[src/rtl/dca_lsu_burst_pkg.sv]
// ============================================================================
//  Package   : dca_lsu_burst_pkg
//  Purpose   : Shared constants for the matrix LSU burst sequencer: FSM state
//              encoding, default bus geometry and descriptor field widths.
//  Revision  : 1.0  initial release
// ============================================================================
`default_nettype none

package dca_lsu_burst_pkg;

  // Sequencer FSM encoding
  localparam logic [2:0] ST_IDLE  = 3'd0;
  localparam logic [2:0] ST_LATCH = 3'd1;
  localparam logic [2:0] ST_CALC  = 3'd2;
  localparam logic [2:0] ST_ISSUE = 3'd3;
  localparam logic [2:0] ST_DRAIN = 3'd4;

  // Default bus geometry (32-bit AXI data path)
  localparam int BYTES       = 4;
  localparam int BW_BYTE_OFS = $clog2(BYTES);

  // Descriptor field widths
  localparam int TXN_LEN_W   = 8;   // AXI ALEN
  localparam int BEATS_W     = 9;   // beat count 1..256

  // AXI bursts must not cross this address boundary when splitting is enabled
  localparam int BOUNDARY_4K = 4096;

endpackage : dca_lsu_burst_pkg

`default_nettype wire

[src/rtl/dca_lsu_burst_calc.sv]
// ============================================================================
//  Module    : dca_lsu_burst_calc
//  Purpose   : Combinational burst sizing. From the current byte address and
//              the bytes remaining in the row, produce the beat count, the
//              first-lane offset and the bytes carried by the next burst.
//  Config    : DCA_LSU_4KB_SPLIT_EN - also stop bursts at 4KB boundaries.
//  Revision  : 1.0  initial release
// ============================================================================
`default_nettype none

module dca_lsu_burst_calc
  import dca_lsu_burst_pkg::*;
#(
  parameter int BW_ADDR       = 32,
  parameter int BW_AXI_DATA   = 8 * BYTES,
  parameter int MAX_BURST_LEN = 16,
  parameter int BW_REM        = 13,
  localparam int N_BYTES      = BW_AXI_DATA / 8,
  localparam int W_OFS        = $clog2(N_BYTES)
) (
  input  logic [BW_ADDR-1:0] cur_addr_i,
  input  logic [BW_REM-1:0]  rem_i,
  output logic [BEATS_W-1:0] beats_o,
  output logic [W_OFS-1:0]   ofs_o,
  output logic [BW_REM-1:0]  byte_cnt_o
);

  logic [31:0] w_ofs;
  logic [31:0] w_rem;
  logic [31:0] w_need;
  logic [31:0] w_beats;
  logic [31:0] w_span;
  logic [31:0] w_cnt;
`ifdef DCA_LSU_4KB_SPLIT_EN
  logic [31:0] w_blk;
  logic [31:0] w_b4k;
`endif

  // Size the next burst: limited by row end, MAX_BURST_LEN and optionally 4KB
  always_comb begin
    w_ofs   = {{(32-W_OFS){1'b0}}, cur_addr_i[W_OFS-1:0]};
    w_rem   = {{(32-BW_REM){1'b0}}, rem_i};
    w_need  = (w_ofs + w_rem + 32'(N_BYTES - 1)) >> W_OFS;
    w_beats = (w_need < 32'(MAX_BURST_LEN)) ? w_need : 32'(MAX_BURST_LEN);
`ifdef DCA_LSU_4KB_SPLIT_EN
    // Beats left before the next 4KB page, counted from the aligned beat
    w_blk   = {20'd0, cur_addr_i[11:0] & ~12'(N_BYTES - 1)};
    w_b4k   = (32'(BOUNDARY_4K) - w_blk) >> W_OFS;
    if (w_b4k < w_beats) w_beats = w_b4k;
`endif
    // Lanes below the start offset in beat 0 carry no data
    w_span  = (w_beats << W_OFS) - w_ofs;
    w_cnt   = (w_span < w_rem) ? w_span : w_rem;
  end

  assign beats_o    = w_beats[BEATS_W-1:0];
  assign ofs_o      = cur_addr_i[W_OFS-1:0];
  assign byte_cnt_o = w_cnt[BW_REM-1:0];

  // Upper bits are provably zero by construction
`ifdef DCA_LSU_4KB_SPLIT_EN
  logic unused_bits;
  assign unused_bits = ^{w_beats[31:BEATS_W], w_cnt[31:BW_REM], cur_addr_i[BW_ADDR-1:12]};
`else
  logic unused_bits;
  assign unused_bits = ^{w_beats[31:BEATS_W], w_cnt[31:BW_REM], cur_addr_i[BW_ADDR-1:W_OFS]};
`endif

endmodule : dca_lsu_burst_calc

`default_nettype wire

[src/rtl/dca_matrix_lsu_burst_seq.sv]
// ============================================================================
//  Module    : dca_matrix_lsu_burst_seq
//  Purpose   : Matrix LSU sequencer. Accepts one strided matrix load/store and
//              emits AXI burst descriptors row by row, bounding the number of
//              unacknowledged bursts and pulsing done when all have retired.
//  Config    : DCA_LSU_4KB_SPLIT_EN - bursts never cross a 4KB boundary.
//  Revision  : 1.0  initial release
// ============================================================================
`default_nettype none

module dca_matrix_lsu_burst_seq
  import dca_lsu_burst_pkg::*;
#(
  parameter int BW_ADDR         = 32,
  parameter int BW_AXI_DATA     = 8 * BYTES,
  parameter int MAX_BURST_LEN   = 16,
  parameter int MAX_OUTSTANDING = 4,
  parameter int BW_ROW          = 8,
  parameter int BW_ROW_BYTES    = 12,
  localparam int W_OFS          = $clog2(BW_AXI_DATA / 8)
) (
  input  logic                    clk,
  input  logic                    rst,
  input  logic                    enable,
  input  logic                    inst_valid,
  output logic                    inst_ready,
  input  logic                    inst_is_write,
  input  logic [BW_ADDR-1:0]      inst_addr,
  input  logic [BW_ADDR-1:0]      inst_stride,
  input  logic [BW_ROW-1:0]       inst_num_row_m1,
  input  logic [BW_ROW_BYTES-1:0] inst_row_bytes_m1,
  output logic                    txn_valid,
  input  logic                    txn_ready,
  output logic                    txn_write,
  output logic [BW_ADDR-1:0]      txn_addr,
  output logic [TXN_LEN_W-1:0]    txn_len,
  output logic [W_OFS-1:0]        txn_byte_ofs,
  output logic [BW_ROW_BYTES:0]   txn_byte_cnt,
  output logic                    txn_last_row,
  output logic                    txn_last_inst,
  input  logic                    rsp_done,
  output logic                    busy,
  output logic                    done
);

  localparam int BW_REM = BW_ROW_BYTES + 1;
  localparam int BW_OUT = $clog2(MAX_OUTSTANDING + 1);

  logic [2:0]              state_q, state_d;
  logic [BW_OUT-1:0]       out_cnt_q, out_cnt_d;

  // Latched instruction
  logic                    is_write_q;
  logic [BW_ADDR-1:0]      inst_addr_q;
  logic [BW_ADDR-1:0]      stride_q;
  logic [BW_ROW-1:0]       num_row_m1_q;
  logic [BW_ROW_BYTES-1:0] row_bytes_m1_q;

  // Walk state
  logic [BW_ADDR-1:0]      cur_addr_q;
  logic [BW_ADDR-1:0]      row_base_q;
  logic [BW_REM-1:0]       rem_q;
  logic [BW_ROW-1:0]       row_q;

  // Registered descriptor
  logic [BW_ADDR-1:0]      txn_addr_q;
  logic [TXN_LEN_W-1:0]    txn_len_q;
  logic [W_OFS-1:0]        txn_ofs_q;
  logic [BW_REM-1:0]       txn_cnt_q;
  logic                    txn_last_row_q;
  logic                    txn_last_inst_q;

  logic [BEATS_W-1:0]      w_beats;
  logic [BEATS_W-1:0]      w_len9;
  logic [W_OFS-1:0]        w_ofs;
  logic [BW_REM-1:0]       w_byte_cnt;
  logic                    w_last_row;
  logic [BW_REM-1:0]       w_row_len;
  logic [BW_ADDR-1:0]      w_next_base;
  logic                    w_accept;
  logic                    w_rsp;
  logic                    w_os_full;

  dca_lsu_burst_calc #(
    .BW_ADDR       (BW_ADDR),
    .BW_AXI_DATA   (BW_AXI_DATA),
    .MAX_BURST_LEN (MAX_BURST_LEN),
    .BW_REM        (BW_REM)
  ) u_calc (
    .cur_addr_i (cur_addr_q),
    .rem_i      (rem_q),
    .beats_o    (w_beats),
    .ofs_o      (w_ofs),
    .byte_cnt_o (w_byte_cnt)
  );

  assign w_len9      = w_beats - 9'd1;
  assign w_last_row  = (w_byte_cnt == rem_q);
  assign w_row_len   = {1'b0, row_bytes_m1_q} + BW_REM'(1);
  assign w_next_base = row_base_q + stride_q;
  assign w_os_full   = (out_cnt_q == BW_OUT'(MAX_OUTSTANDING));

  // Handshakes are masked while frozen so no descriptor or response slips past
  assign inst_ready = enable && (state_q == ST_IDLE);
  assign txn_valid  = enable && (state_q == ST_ISSUE) && (!w_os_full || rsp_done);
  assign w_accept   = txn_valid && txn_ready;
  assign w_rsp      = enable && rsp_done && (out_cnt_q != '0);
  assign done       = enable && (state_q == ST_DRAIN) && (out_cnt_q == '0);
  assign busy       = (state_q != ST_IDLE);

  assign txn_write     = is_write_q;
  assign txn_addr      = txn_addr_q;
  assign txn_len       = txn_len_q;
  assign txn_byte_ofs  = txn_ofs_q;
  assign txn_byte_cnt  = txn_cnt_q;
  assign txn_last_row  = txn_last_row_q;
  assign txn_last_inst = txn_last_inst_q;

  logic unused_len_msb;
  assign unused_len_msb = w_len9[BEATS_W-1];

  // Next-state logic for the sequencer FSM and the outstanding counter
  always_comb begin
    state_d   = state_q;
    out_cnt_d = out_cnt_q;
    case (state_q)
      ST_IDLE:  if (inst_valid) state_d = ST_LATCH;
      ST_LATCH: state_d = ST_CALC;
      ST_CALC:  state_d = ST_ISSUE;
      ST_ISSUE: if (w_accept) state_d = txn_last_inst_q ? ST_DRAIN : ST_CALC;
      ST_DRAIN: if (out_cnt_q == '0) state_d = ST_IDLE;
      default:  state_d = ST_IDLE;
    endcase
    case ({w_accept, w_rsp})
      2'b10:   out_cnt_d = out_cnt_q + BW_OUT'(1);
      2'b01:   out_cnt_d = out_cnt_q - BW_OUT'(1);
      default: out_cnt_d = out_cnt_q;
    endcase
  end

  // State, instruction latch, row walk and descriptor registers
  always_ff @(posedge clk or posedge rst) begin
    if (rst) begin
      state_q         <= ST_IDLE;
      out_cnt_q       <= '0;
      is_write_q      <= 1'b0;
      inst_addr_q     <= '0;
      stride_q        <= '0;
      num_row_m1_q    <= '0;
      row_bytes_m1_q  <= '0;
      cur_addr_q      <= '0;
      row_base_q      <= '0;
      rem_q           <= '0;
      row_q           <= '0;
      txn_addr_q      <= '0;
      txn_len_q       <= '0;
      txn_ofs_q       <= '0;
      txn_cnt_q       <= '0;
      txn_last_row_q  <= 1'b0;
      txn_last_inst_q <= 1'b0;
    end else if (enable) begin
      state_q   <= state_d;
      out_cnt_q <= out_cnt_d;
      case (state_q)
        ST_IDLE: begin
          if (inst_valid) begin
            is_write_q     <= inst_is_write;
            inst_addr_q    <= inst_addr;
            stride_q       <= inst_stride;
            num_row_m1_q   <= inst_num_row_m1;
            row_bytes_m1_q <= inst_row_bytes_m1;
          end
        end
        ST_LATCH: begin
          cur_addr_q <= inst_addr_q;
          row_base_q <= inst_addr_q;
          rem_q      <= w_row_len;
          row_q      <= '0;
        end
        ST_CALC: begin
          txn_addr_q      <= {cur_addr_q[BW_ADDR-1:W_OFS], {W_OFS{1'b0}}};
          txn_len_q       <= w_len9[TXN_LEN_W-1:0];
          txn_ofs_q       <= w_ofs;
          txn_cnt_q       <= w_byte_cnt;
          txn_last_row_q  <= w_last_row;
          txn_last_inst_q <= w_last_row && (row_q == num_row_m1_q);
        end
        ST_ISSUE: begin
          if (w_accept) begin
            if (txn_last_row_q) begin
              // Row finished: step to the next row start (the last row leaves
              // the walk state alone since DRAIN follows)
              if (!txn_last_inst_q) begin
                row_q      <= row_q + BW_ROW'(1);
                row_base_q <= w_next_base;
                cur_addr_q <= w_next_base;
                rem_q      <= w_row_len;
              end
            end else begin
              cur_addr_q <= cur_addr_q + BW_ADDR'(txn_cnt_q);
              rem_q      <= rem_q - txn_cnt_q;
            end
          end
        end
        default: ;
      endcase
    end
  end

`ifndef SYNTHESIS
  // A response with nothing outstanding indicates a broken channel engine
  a_rsp_underflow: assert property (@(posedge clk) disable iff (rst)
    !(enable && rsp_done && (out_cnt_q == '0)));
`endif

endmodule : dca_matrix_lsu_burst_seq

`default_nettype wire

[config.mk]
export PLATFORM = sky130hd
export DESIGN_NAME = dca_matrix_lsu_burst_seq
export DESIGN_NICKNAME = d
export VERILOG_FILES = /design/src/rtl/dca_lsu_burst_pkg.sv /design/src/rtl/dca_lsu_burst_calc.sv /design/src/rtl/dca_matrix_lsu_burst_seq.sv
export SDC_FILE = /design/constraint.sdc
export NUM_CORES = 1
export LEC_CHECK = 0
export CAP_MARGIN = 20
export CORE_MARGIN = 10
export CORE_UTILIZATION = 52
export DETAILED_ROUTE_END_ITERATION = 8
export PLACE_DENSITY_LB_ADDON = 0.05
export SETUP_SLACK_MARGIN = 0.4
export SYNTH_ARGS = -nofsm -noshare
export SYNTH_HDL_FRONTEND = slang
export SYNTH_SLANG_ARGS = --single-unit
[constraint.sdc]
create_clock -name clk -period 7.6 [get_ports clk]
set_clock_uncertainty 0.1 [all_clocks]
set_input_delay 1.52 -clock clk [delete_from_list [all_inputs] [get_ports clk]]
set_output_delay 1.52 -clock clk [all_outputs]
set_load 0.02 [all_outputs]
After elaboration in Yosys (flattened, before gate mapping). Cells that the tools add are included.

Logic and storage cells: 91. Register bits after elaboration: 231. Output and inout port bits: 62.

Equal/unequal tests: 15. Order comparisons: 2. Add/sub/neg operators: 11. Muxes and demuxes: 23. Reductions and logical operators: 23.

Operators by type and width (number): 32-bit 2-to-1 mux (5); 32-bit one-hot mux with 2 select lines (2); 13-bit 2-to-1 mux (4); 32-bit by 13-bit adder with 32-bit output (1); 32-bit by 2-bit adder with 32-bit output, second input constant (1); 32-bit adder (1); 32-bit by 13-bit less-than comparator with 1-bit output (1); 32-bit by 2-bit subtractor with 32-bit output (1); 30-bit by 5-bit less-than comparator with 1-bit output, second input constant (1); 30-bit 2-to-1 mux (1); 13-bit one-hot mux with 2 select lines (1); 8-bit 2-to-1 mux (3); 8-bit one-hot mux with 2 select lines (1); 3-bit one-hot mux with 5 select lines (1); 2-bit by 13-bit adder with 14-bit output (1); 12-bit by 1-bit adder with 13-bit output, second input constant (1); 13-bit == test (1); 13-bit subtractor (1); 3-bit 2-to-1 mux (4); 1-bit logical AND (9); 8-bit by 1-bit adder with 8-bit output, second input constant (1); 8-bit == test (1); 2-bit inequality test, second input constant (4); 4-bit AND reduction (2); 19 further kinds (25).

Longest topological paths before layout.
Word-level depth: 9. Depth in mapped cells: 25. Mapped depth without buffers: 23.

Hierarchy. A second synthesis with hierarchy kept.

Cell total of the unflattened synthesis: 1492. Area total of the unflattened synthesis: 14321.2 µm².

By module, submodules not included: dca_matrix_lsu_burst_seq (instances 1, area an instance 13340.3 µm², cells an instance 1362, seq. area each 5780.5 µm²); dca_lsu_burst_calc (instances 1, area an instance 980.9 µm², cells an instance 130, seq. area each 0.0 µm²).

Least setup slack after synthesis. OpenSTA, ideal clock, no wires.

Path kind: reg2reg. From: register cur_addr_q[0]. To: register txn_cnt_q[0], in the netlist txn_byte_cnt[0]. Setup time: 0.134 ns. Cell stages (with the launch flop): 25. Arrival: 4.922 ns. Data required time: 7.366 ns. Buffers on the path: 2. Setup slack: 2.443 ns. Path through: dfrtp_1 -> ha_1 -> inv_1 -> fa_1 -> buf_2 -> nand2b_1 -> or4_1 -> a211oi_2 -> o211a_4 -> and3_2 -> inv_1 -> ha_1 -> and2_1 -> xnor2_1 -> ha_1 -> o21a_1 -> o2111ai_1 -> a21oi_1 -> o31a_1 -> o21ai_0 -> a21oi_1 -> nor4_4 -> buf_6 -> mux2i_1 -> o21ai_0.

Longest elaborated chain between the ends: 7.

RTL lines: start, declared (line dca_matrix_lsu_burst_seq.sv:60) `logic [BW_ADDR-1:0] cur_addr_q;`; start signal, assigned (line dca_matrix_lsu_burst_seq.sv:175) `cur_addr_q <= inst_addr_q;`; start signal, assigned (line dca_matrix_lsu_burst_seq.sv:196) `cur_addr_q <= w_next_base;`; start signal, assigned (line dca_matrix_lsu_burst_seq.sv:200) `cur_addr_q <= cur_addr_q + BW_ADDR'(txn_cnt_q);`; 2-bit by 13-bit adder with 14-bit output (line dca_lsu_burst_calc.sv:43) `w_need = (w_ofs + w_rem + 32'(N_BYTES - 1)) >> W_OFS;`; 32-bit by 2-bit adder with 32-bit output (line dca_lsu_burst_calc.sv:43); 30-bit by 5-bit less-than comparator with 1-bit output (line dca_lsu_burst_calc.sv:44) `w_beats = (w_need < 32'(MAX_BURST_LEN)) ? w_need : 32'(MAX_BURST_LEN);`; 30-bit 2-to-1 mux (line dca_lsu_burst_calc.sv:44); 32-bit by 2-bit subtractor with 32-bit output (*) (line dca_lsu_burst_calc.sv:52) `w_span = (w_beats << W_OFS) - w_ofs;`; 32-bit by 13-bit less-than comparator with 1-bit output (line dca_lsu_burst_calc.sv:53) `w_cnt = (w_span < w_rem) ? w_span : w_rem;`; 13-bit 2-to-1 mux (*) (line dca_lsu_burst_calc.sv:53); end signal, assigned (line dca_matrix_lsu_burst_seq.sv:184) `txn_cnt_q <= w_byte_cnt;`; end, declared (line dca_matrix_lsu_burst_seq.sv:69) `logic [BW_REM-1:0] txn_cnt_q;`.

Mark *: on every way between the ends. The rest lies on a longest branch, timed or not. A chain may end at the register's enable or synchronous reset.

Worst setup path in the final report. Ends and elaborated chain as after synthesis.

==> impl_metrics.yaml <==
timing:
  worst-slew-pin-transition_ns: 1.016
  report.final.hold_viol_count: 0
  unrepaired_setup_endpoints_after_global_routing: "false"
  layout_setup_ws_ns: 1.559
  finalSetupViolations: 0
  layout_worst_path_cycle_share_pct: 79.49
  worst_slew_margin_rel_pct: 31.75
  final-max-slew-violation-count: 0
  max_freq_ghz: 0.1655
  finalCriticalPeriod_ns: 6.041
  final_sum_of_negative_setup_slack_ns: 0
detailed_routing:
  routed_length_per_placed_instance_um: 19.43
  dr_total_vias: 11970
  drt-pass1-iter-count: 6
  avgViaCountPerCell: 5.910
  detailed_route_wl_um: 39350
  detail-route-antenna-nets: 0
  initialDrtViolationCount: 747
  drt_drc_violations_left: 0
yosys:
  count_of_flip_flops_with_a_built_in_enable_after_synthesis: 0
  async_reset_ff_share_pct: 100.0
  portion_of_the_post_synthesis_area_used_by_sequential_elements_pct: 40.95
  syn_inst: 1554
  yosys_warnings: 0
  syn-cell-area_mm2: 0.01411
  syn-mean-instance-area_um2: 9.083
  ys_types: 72
  synth-seq-cells: 231
  synth-main-ff-cell: "sky130_fd_sc_hd__dfrtp_1"
final_layout:
  layout.filler_cells: 2339
  final_layout_size_suffix_gt1_share_pct: 9.739
  antennaDiodeCount: 0
  layout-area-overhead-vs-synth_pct: 18.65
  fin_nets: 1841
critical_path:
  max_stage_delay_ns: 0.78
  critical_path.n_buffers_inverters: 2
  crit_path_cells: "ha_1 -> inv_1 -> fa_1 -> nand2b_1 -> or4_1 -> a211oi_2 -> o211a_4 -> and3_2 -> inv_1 -> ha_1 -> and2_1 -> xnor2_1 -> ha_1 -> o21a_1 -> o2111ai_1 -> a21oi_1 -> o31a_1 -> o21ai_0 -> a21oi_1 -> nor4_4 -> mux2i_1 -> o21ai_0"
  arrival_worst_endpoint_ns: 6.31
  worst_r2r_endpoint: "txn_byte_cnt[0]$_DFFE_PP0P_"
  crit_top_cell: "sky130_fd_sc_hd__ha_1"
  cp.required_ns: 7.87
  timing.critical_path.from_type: "flip-flop"
  worst_r2r_startpoint: "cur_addr_q[0]$_DFFE_PP0P_"
  critical_path_class: "flip-flop to flip-flop"
  timing.critical_path.to_type: "flip-flop"
  critical-path-slowest-cell: "sky130_fd_sc_hd__nor4_4"
  ff2ff_setup_slack_ns: 1.56
  peak_fanout_along_the_critical_path: 13
  largest_delay_contributor_family_on_the_critical_path: "simple AND/OR/NAND/NOR gates"
  timing.reg2reg.worst_path_depth: 22
die:
  die_width_um: 184.8
  num_rows: 60
  coreArea_mm2: 0.02680
  die_h_um: 184.8
  io_pins: 153
  floorplan.initialDensity_pct: 52.67
  design.die.area_mm2: 0.03413
status:
  run_status: "finished, final reports clean"
place:
  dp_slack_ns: 1.631
  routabilityCongestion: 0.9223
  placement.io_buffers: 150
  hpwl_um: 28200
clocking:
  cts_tree: "done"
  buffers_from_clock_root_to_sink_at_most: 3
  worst_setup_hold_path_clk_slew_ns: 0.06
  number_of_gates_resized_after_cts: 0
  h_tree_levels: 1
  postCtsSetupBuffers: 0
  worst_skew_pair.late_latency_ns: 0.53
  holdBufCountCts: 0
  tritoncts.num_buffers: 26
  cts.sinks: 231
  root_buffer_cell: "sky130_fd_sc_hd__clkbuf_16"
global_routing:
  pin_count_of_the_biggest_net_entering_global_routing: 152
  gr-usage-all-layers_pct: 22.92
  antenna_violations_before_repair: 0
  first_global_vias: 11850
  grt_remaining_overflow: 0
  grt_first_pass_wirelength_um: 63160
worst_hold_path:
  timing.hold.worst.class: "flip-flop to flip-flop"
  timing.hold.worst_endpoint: "txn_len[4]$_DFFE_PP0P_"
  worstHoldStart: "txn_len[4]$_DFFE_PP0P_"
  hold_path_depth: 2
power:
  power_density_mw_per_mm2: 448.2
  vdd.ir_drop.worst_uv: 244.6
  power.leakage_nw: 7.489
run:
  drv.max_cap_violation_count: 0
==> per-stage QoR <==
step | power, mW | hold WS, ns | instances | utilization, % | instance area [um2]
2_1_floorplan | 4.985 | 0.3530 | 1555 | - | 14120
3_3_place_gp | 6.094 | 0.3613 | 1980 | 59.17 | 15860
3_5_place_dp | 6.168 | 0.3627 | 1980 | 59.17 | 15860
4_1_cts | 7.514 | 0.3785 | 2025 | 62.49 | 16750
5_1_grt | 8.101 | 0.4030 | 2025 | 62.49 | 16750
6_report | 7.506 | 0.3754 | 2025 | 62.49 | 16750
==> report_power, final <==
part | internal (mW) | switching (mW) | leakage, nW
registers | 1.74 | 0.548 | 2.88
clock network | 0.802 | 0.512 | 0.445
logic | 1.67 | 2.23 | 4.16
total | 4.21 | 3.29 | 7.49
==> routing by layer <==
| layer | global-route usage, % | share of wire, % | up-vias |
|---|---|---|---|
| li1 | - | - | 5766 |
| met1 | 30.76 | 46 | 5750 |
| met2 | 37.59 | 46 | 389 |
| met3 | 3.623 | 6.0 | 62 |
| met4 | 6.242 | 2.6 | 0 |
| met5 | 0 | 0 | - |
==> final cells by class <==
cell class | instances | area [um2] | share of cell area, %
well taps | 341 | 426.7 | 2.548
clock buffers | 36 | 769.5 | 4.595
repair buffers | 165 | 1627 | 9.712
clock inverters | 9 | 120.1 | 0.7172
inverters | 66 | 251.5 | 1.502
multi-input cells | 1177 | 7772 | 46.41
flip-flops and latches | 231 | 5781 | 34.52
==> cell usage after synthesis, types with 15 or more instances <==
cell	instances	area, um2
sky130_fd_sc_hd__nand2_1	240	900.9
sky130_fd_sc_hd__dfrtp_1	231	5781
sky130_fd_sc_hd__o21ai_0	110	550.5
sky130_fd_sc_hd__nor2_1	98	367.9
sky130_fd_sc_hd__a21oi_1	93	465.5
sky130_fd_sc_hd__mux2_2	87	979.7
sky130_fd_sc_hd__ha_1	78	975.9
sky130_fd_sc_hd__clkbuf_1	71	266.5
sky130_fd_sc_hd__inv_1	65	244.0
sky130_fd_sc_hd__xnor2_1	46	402.9
sky130_fd_sc_hd__nand3_1	36	180.2
sky130_fd_sc_hd__nor3_1	31	155.2
sky130_fd_sc_hd__a31oi_1	30	187.7
sky130_fd_sc_hd__xor2_1	29	254.0
sky130_fd_sc_hd__and3_1	20	125.1
sky130_fd_sc_hd__a21o_1	19	142.6
sky130_fd_sc_hd__o211ai_1	17	127.6
sky130_fd_sc_hd__nand4_1	16	100.1
sky130_fd_sc_hd__mux2i_1	15	150.1
sky130_fd_sc_hd__o31ai_1	15	112.6
==> cell usage in the layout (no fill, tap or decap), types with 8 or more instances in the layout <==
cell,instances
sky130_fd_sc_hd__a21oi_1,93
sky130_fd_sc_hd__nor2b_1,14
sky130_fd_sc_hd__inv_1,64
sky130_fd_sc_hd__xor2_1,29
sky130_fd_sc_hd__ha_1,78
sky130_fd_sc_hd__a31oi_1,30
sky130_fd_sc_hd__o21a_1,13
sky130_fd_sc_hd__nand4_1,16
sky130_fd_sc_hd__nor2_1,96
sky130_fd_sc_hd__o21bai_1,10
sky130_fd_sc_hd__nand2b_1,8
sky130_fd_sc_hd__and2_1,11
sky130_fd_sc_hd__nand2_1,239
sky130_fd_sc_hd__o211ai_1,17
sky130_fd_sc_hd__or3_1,12
sky130_fd_sc_hd__and3_1,20
sky130_fd_sc_hd__dfrtp_1,231
sky130_fd_sc_hd__xnor2_1,46
sky130_fd_sc_hd__o22ai_1,13
sky130_fd_sc_hd__o31ai_1,15
sky130_fd_sc_hd__buf_4,14
sky130_fd_sc_hd__clkdlybuf4s50_1,150
sky130_fd_sc_hd__nor3_1,31
sky130_fd_sc_hd__mux2i_1,15
sky130_fd_sc_hd__mux2_2,87
sky130_fd_sc_hd__o21ai_0,110
sky130_fd_sc_hd__a211oi_1,14
sky130_fd_sc_hd__nand3_1,34
sky130_fd_sc_hd__a21o_1,19
sky130_fd_sc_hd__clkbuf_16,27
sky130_fd_sc_hd__a221oi_1,9
==> worst min-delay path, delay by kind of cell, from the launching register on <==
family / cells / cell delay [ns]
DFF: 1 / 0.34
AOI/OAI and AO/OA: 1 / 0.06
and+or+nand+nor: 1 / 0.04
==> logic make-up after synthesis <==
kind of cell / Yosys count / share of synthesized area, %
compound gates: 398 / 17.88
xor+xnor: 75 / 4.654
fa+ha+maj: 83 / 7.623
buf+inv: 147 / 4.166
flops: 231 / 40.95
mux: 102 / 8.005
other cells: 2 / 0.05321
simple gates: 516 / 16.67
==> state kept, by name, summed over array words and instances, names as in the netlist, 2 cells and up <==
register        cells
row_bytes_m1_q     12
txn_len             8
stride_q           32
txn_addr           30
state_q             3
txn_byte_cnt       13
num_row_m1_q        8
row_base_q         32
row_q               8
txn_byte_ofs        2
out_cnt_q           3
rem_q              13
cur_addr_q         32
inst_addr_q        32
==> how the worst max path moves through the flow <==
| stage | start | to | slack [ns] | cells after the start |
|---|---|---|---|---|
| after floorplan | cur_addr_q[0]$_DFFE_PP0P_ | txn_byte_cnt[0]$_DFFE_PP0P_ | 2.44 | 24 |
| after global placement | cur_addr_q[0]$_DFFE_PP0P_ | txn_byte_cnt[4]$_DFFE_PP0P_ | 1.74 | 22 |
| after detailed placement | cur_addr_q[0]$_DFFE_PP0P_ | txn_byte_cnt[0]$_DFFE_PP0P_ | 1.63 | 22 |
| after CTS | cur_addr_q[0]$_DFFE_PP0P_ | txn_byte_cnt[0]$_DFFE_PP0P_ | 1.62 | 22 |
| after global routing | cur_addr_q[0]$_DFFE_PP0P_ | txn_byte_cnt[0]$_DFFE_PP0P_ | 1.16 | 22 |
| final | cur_addr_q[0]$_DFFE_PP0P_ | txn_byte_cnt[0]$_DFFE_PP0P_ | 1.56 | 22 |
No activity file was read; power rests on OpenSTA's default activity.
